`src/rtl/vram_arb_pkg.sv`:
```
// Shared types for the display RAM arbiter: FSM states, RAM-owner tags, out-of-window read value.
package vram_arb_pkg;

    typedef enum logic [1:0] {
        IDLE,
        PEND,
        ISSUE,
        RESP
    } arb_state_e;

    typedef enum logic [1:0] {
        OWN_NONE,
        OWN_VDU,
        OWN_CPU
    } owner_e;

    localparam logic [7:0] RDATA_OOW = 8'hFF;

    function automatic logic [15:0] umax16(input logic [15:0] a, input logic [15:0] b);
        return (a > b) ? a : b;
    endfunction

endpackage

```
`src/rtl/vram_addr_window.sv`:
```
// Absolute 16-bit address -> RAM offset plus in-window flag; purely combinational, no flow control.
module vram_addr_window
    import vram_arb_pkg::*;
#(
    parameter logic [15:0] BASE_ADDR = 16'h0000,
    parameter int          ADDR_W    = 9,
    parameter int          DEPTH     = 512
) (
    input  logic [15:0]       abs_addr_i,
    output logic [ADDR_W-1:0] offset_o,
    output logic              in_win_o
);

    localparam logic [16:0] DEPTH_L = 17'(DEPTH);

    logic [15:0] rel;

    // Unsigned wrap: addresses below BASE_ADDR become huge offsets and fall out of window.
    assign rel      = abs_addr_i - BASE_ADDR;
    assign offset_o = rel[ADDR_W-1:0];
    assign in_win_o = ({1'b0, rel} < DEPTH_L);

endmodule

```
`src/rtl/vram_arbiter.sv`:
```
// Shares a 1-cycle-latency display RAM: VDU reads take the port unconditionally, CPU fills idle cycles.
// CPU ack 3 cycles after req (2 if out-of-window), +1 per VDU-busy cycle; optional VRAM_ARB_WAITSTAT_EN adds cpu_wait_max.
module vram_arbiter
    import vram_arb_pkg::*;
#(
    parameter logic [15:0] BASE_ADDR = 16'h0000,
    parameter int          ADDR_W    = 9,
    parameter int          DEPTH     = 512,
    parameter int          WAIT_W    = 16
) (
    input  logic              clk_pix,
    input  logic              rst_pix,
    input  logic              vdu_read_en,
    input  logic [15:0]       vdu_read_addr,
    output logic [7:0]        vdu_data,
    input  logic              cpu_req,
    input  logic              cpu_we,
    input  logic [15:0]       cpu_addr,
    input  logic [7:0]        cpu_wdata,
    output logic              cpu_ack,
    output logic [7:0]        cpu_rdata,
`ifdef VRAM_ARB_WAITSTAT_EN
    output logic [WAIT_W-1:0] cpu_wait_max,
`endif
    output logic              mem_en,
    output logic              mem_we,
    output logic [ADDR_W-1:0] mem_addr,
    output logic [7:0]        mem_wdata,
    input  logic [7:0]        mem_rdata
);

    arb_state_e        state_q;
    owner_e            owner_q;
    logic              req_we_q;
    logic [15:0]       req_addr_q;
    logic [7:0]        req_wdata_q;
    logic              cpu_ack_q;
    logic [7:0]        cpu_rdata_q;

    logic [ADDR_W-1:0] vdu_off;
    logic [ADDR_W-1:0] cpu_off;
    logic              vdu_in_win_unused;
    logic              cpu_in_win;
    logic              cpu_issue;

    vram_addr_window #(
        .BASE_ADDR (BASE_ADDR),
        .ADDR_W    (ADDR_W),
        .DEPTH     (DEPTH)
    ) u_vdu_win (
        .abs_addr_i (vdu_read_addr),
        .offset_o   (vdu_off),
        .in_win_o   (vdu_in_win_unused)
    );

    vram_addr_window #(
        .BASE_ADDR (BASE_ADDR),
        .ADDR_W    (ADDR_W),
        .DEPTH     (DEPTH)
    ) u_cpu_win (
        .abs_addr_i (req_addr_q),
        .offset_o   (cpu_off),
        .in_win_o   (cpu_in_win)
    );

    assign cpu_issue = (state_q == PEND) && cpu_in_win && !vdu_read_en;

    // VDU timing is fixed, so its strobe goes straight to the RAM with no register stage.
    always_comb begin
        mem_en    = vdu_read_en | cpu_issue;
        mem_we    = cpu_issue & req_we_q;
        mem_addr  = vdu_read_en ? vdu_off : cpu_off;
        mem_wdata = req_wdata_q;
    end

    assign vdu_data  = mem_rdata;
    assign cpu_ack   = cpu_ack_q;
    assign cpu_rdata = cpu_rdata_q;

    always_ff @(posedge clk_pix) begin
        if (rst_pix) begin
            state_q     <= IDLE;
            owner_q     <= OWN_NONE;
            req_we_q    <= 1'b0;
            req_addr_q  <= 16'h0000;
            req_wdata_q <= 8'h00;
            cpu_ack_q   <= 1'b0;
            cpu_rdata_q <= 8'h00;
        end else begin
            cpu_ack_q <= 1'b0;
            if (vdu_read_en) begin
                owner_q <= OWN_VDU;
            end else if (cpu_issue) begin
                owner_q <= OWN_CPU;
            end else begin
                owner_q <= OWN_NONE;
            end

            case (state_q)
                IDLE: begin
                    if (cpu_req && !cpu_ack_q) begin
                        req_we_q    <= cpu_we;
                        req_addr_q  <= cpu_addr;
                        req_wdata_q <= cpu_wdata;
                        state_q     <= PEND;
                    end
                end
                PEND: begin
                    if (!cpu_in_win) begin
                        cpu_rdata_q <= RDATA_OOW;
                        cpu_ack_q   <= 1'b1;
                        state_q     <= RESP;
                    end else if (!vdu_read_en) begin
                        state_q <= ISSUE;
                    end
                end
                ISSUE: begin
                    if (owner_q == OWN_CPU && !req_we_q) begin
                        cpu_rdata_q <= mem_rdata;
                    end
                    cpu_ack_q <= 1'b1;
                    state_q   <= RESP;
                end
                RESP: begin
                    state_q <= IDLE;
                end
                default: begin
                    state_q <= IDLE;
                end
            endcase
        end
    end

`ifdef VRAM_ARB_WAITSTAT_EN
    logic [WAIT_W-1:0] wait_cnt_q;
    logic [WAIT_W-1:0] wait_max_q;

    // Counts stalled PEND cycles; the issuing cycle itself is not a wait.
    always_ff @(posedge clk_pix) begin
        if (rst_pix) begin
            wait_cnt_q <= '0;
            wait_max_q <= '0;
        end else if (state_q == PEND) begin
            if (!cpu_in_win) begin
                wait_cnt_q <= '0;
            end else if (cpu_issue) begin
                if (wait_cnt_q > wait_max_q) begin
                    wait_max_q <= wait_cnt_q;
                end
                wait_cnt_q <= '0;
            end else if (wait_cnt_q != '1) begin
                wait_cnt_q <= wait_cnt_q + WAIT_W'(1);
            end
        end
    end

    assign cpu_wait_max = wait_max_q;
`endif

endmodule

```
`config.mk`:
```
export PLATFORM = sky130hd
export DESIGN_NAME = vram_arbiter
export DESIGN_NICKNAME = d
export VERILOG_FILES = /design/src/rtl/vram_arb_pkg.sv /design/src/rtl/vram_addr_window.sv /design/src/rtl/vram_arbiter.sv
export SDC_FILE = /design/constraint.sdc
export NUM_CORES = 1
export LEC_CHECK = 0
export CAP_MARGIN = 5
export CELL_PAD_IN_SITES_DETAIL_PLACEMENT = 1
export CELL_PAD_IN_SITES_GLOBAL_PLACEMENT = 1
export CORE_MARGIN = 5
export CORE_UTILIZATION = 31
export CTS_BUF_LIST = sky130_fd_sc_hd__clkbuf_2 sky130_fd_sc_hd__clkbuf_4 sky130_fd_sc_hd__clkbuf_8
export DETAILED_ROUTE_END_ITERATION = 10
export PLACE_DENSITY = 0.91
export SETUP_SLACK_MARGIN = 0.02
export SLEW_MARGIN = 20
export SYNTH_ARGS = -nofsm -noshare
export SYNTH_HDL_FRONTEND = slang
export SYNTH_SLANG_ARGS = --single-unit
```
`constraint.sdc`:
```
create_clock -name clk_pix -period 3.55 [get_ports clk_pix]
set_input_delay 0.71 -clock clk_pix [delete_from_list [all_inputs] [get_ports clk_pix]]
set_output_delay 0.71 -clock clk_pix [all_outputs]
set_load 0.05 [all_outputs]
```
==> qor.txt <==
Core area - 0.00551 mm^2
Area contributors post-synth - dfxtp_1 (44%), nand2_1 (11%), a21oi_1 (9.7%), mux2_2 (6.4%), nor4b_1 (4.0%)
CTS max path bufs - 2
Total Power - 1.99 mW
TritonCTS Sinks - 38
RD Place Congestion - 0.678
RSZ-0062 raised after global routing - no
Setup violators final - 0
Max Slew Vio Count - 0
Post-DP HPWL - 3.65 mm
Seq pwr share - 30.5%
Initial core utilization - 31.7%
Arrival @ worst endpoint - 2200 ps
# IOs - 89
Commonest non-fill, non-tap cell in the layout - clkdlybuf4s50_1
Post-synthesis cell count - 198
Fraction of synthesized area in multiplexers - 7.80%
Final worst setup slack - 637 ps
Critical Path RT - 2840 ps
DR pass1 iterations - 4
Clock Skew - 3.88 ps
Post-CTS sizing - 0
Min-Delay Path Class - reg -> reg
PwrDens - 771 mW/mm^2
TritonCTS buffer count - 5
Post-DR vias/cell - 4.67
Share of the yosys chip area belonging to registers - 43.5%
Final hold vios - 0
Async SR Flop Fraction - 0%
CTS root buffer - clkbuf_8
GRT overflow - 0
Slew @ Worst Pin - 825 ps
Worst hold stages - 2
Status - completed
DR DRC count - 0
Top_reg_cell synth - dfxtp_1
Avg Cell Area, Syn - 8.83 um^2
IO Port Bufs - 81
Worst-Skew Late Latency - 280 ps
Combinational Power Share - 51.5%
Clock transition time at the flip-flop clock pins of the worst setup and hold paths - 70 ps
Final period utilization - 82.1%
Iter 0 DRT Violations - 21
Diode count - 0
Total net switching power - 869 uW
Startpoint Class - input pin
Htree depth - 2
Tmin final - 2910 ps
Worst Path Max Fanout - 14
Post-Synth Adder-Cell Area - 2.86%
R2r worst-path depth - 5
Ys Warns - 0
Main combinational cell family by area after synthesis - simple AND/OR/NAND/NOR gates
Post-synth EDFFs - 0
Leakage power - 0.966 nW
Area grow syn2layout - 47.6%
Post-Synthesis Cell Area - 0.00175 mm^2
Max Clk Rate - 343 MHz
Place WS - 600 ps
Top-area cell type share of the netlist area - 43.5%
Layout cells sized above 1 - 13.8%
# rows - 27
Chip width - 85.1 um
Cell taking the most area after synthesis - dfxtp_1
Max-slew headroom - 44.8%
Wirelength per Cell - 14.1 um
Die height - 85.1 um
Post-CTS Setup Inserts - 0
Crit. End Element - primary output
Distinct cells, synth - 27
Power Internal - 1.12 mW
Synth Area in Compound Gates - 10.7%
Clk network pwr share - 18.0%
Initial antenna violation count - 0
Max-cap violations - 0
Post-Synth XOR/XNOR Area - 0%
Commonest cells after routing, fill and taps aside - clkdlybuf4s50_1 (70), nand2_1 (52), dfxtp_1 (38), a21oi_1 (34), buf_4 (13)
Crit Path Class - in -> out
Largest net degree at the start of global routing - 26
Setup TNS - 0 ps
Die ar. - 0.00724 mm^2
CTS tree - built
Switching Share - 43.7%
Worst vdd ir - 0.292 mV
Simple-gate share of the synthesized area - 24.8%
Post-layout net count - 324
Post-route antenna net violation count - 0
Synth Register Bits - 38
Vias - 1587
Global-route wire length before repair - 7.88 mm
Final core occ - 46.9%
CTS Hold Buffers Added - 0
Syn_nets - 255
Via count of the first global-routing pass - 1682
GRT Total Usage - 13.3%
Routed wire length - 4.80 mm
worst paths after layout:
path / from / endpoint / slack, ps
hold reg to reg: mem_wdata[2]$_SDFFE_PP0P_ / mem_wdata[2]$_SDFFE_PP0P_ / 450
setup / recovery: vdu_read_en / mem_addr[5] / 640
setup reg to reg: state_q[0]$_SDFFE_PP0P_ / cpu_rdata[6]$_SDFFE_PP0P_ / 1840
hold / removal: mem_wdata[2]$_SDFFE_PP0P_ / mem_wdata[2]$_SDFFE_PP0P_ / 450
cells in the mapped netlist, types with 2 or more instances:
master / count
dfxtp_1: 38
ha_1: 4
buf_6: 4
nand2b_1: 2
a21oi_1: 34
clkbuf_8: 2
inv_1: 4
nor4b_1: 8
nor3b_1: 3
nor3_1: 9
mux2_2: 10
clkbuf_1: 2
buf_4: 8
buf_2: 5
nor2_1: 2
nand2_1: 52
kinds of logic (layout without fill, tap and decap cells):
logic type | count (synthesis) | count (layout)
buffers and inverters | 25 | 95
AOI/OAI and AO/OA | 36 | 36
muxes | 12 | 12
DFF | 38 | 38
adders and majority gates | 4 | 4
and+or+nand+nor | 83 | 83
worst max-delay path: stages:
cell and delay, ps:
clkdlybuf4s50_1 890, mux2_2 410, buf_4 190
cell type report:
| type | instances | area (um^2) |
|---|---|---|
| multi-input cells | 135 | 807 |
| clock buffers | 5 | 68.8 |
| fillers | 641 | 2930 |
| inverters | 4 | 15.0 |
| clock inverters | 3 | 40.0 |
| well taps | 72 | 90.1 |
| flip-flops and latches | 38 | 761 |
| repair buffers | 83 | 798 |
registers in the layout, indices dropped and copies added (netlist names):
signal	flops
req_addr_q	16
cpu_rdata	8
mem_wdata	8
owner_q	2
state_q	2
cpu_ack	1
req_we_q	1
per-layer routing:
| metal | vias to the layer above | global-route usage, % | routed length, um | share of wire, % |
|---|---|---|---|---|
| met3 | 5 | 5.24 | 418 | 8.7 |
| met1 | 741 | 13.8 | 1850 | 38 |
| met2 | 46 | 24.6 | 2480 | 52 |
| met4 | 0 | 3.45 | 53 | 1.1 |
| met5 | - | 0 | 0 | 0 |
| li1 | 795 | - | - | - |
power groups by stage:
stage	clock network (mW)	logic (mW)	registers (mW)
after detailed placement	0	1.04	0.618
after CTS	0.371	1.04	0.608
after global routing	0.387	1.12	0.622
after global placement	0	1.02	0.609
final	0.357	1.02	0.607
after floorplan	0	0.565	0.815
through the flow:
step	std cells	cell area (um^2)	hold slack [ps]
floorplan	198	1750	432
global placement	332	2470	441
detailed placement	332	2470	447
CTS	340	2580	458
global route	340	2580	489
finish	340	2580	454
Note: power is estimated with default switching activity, not from simulation.
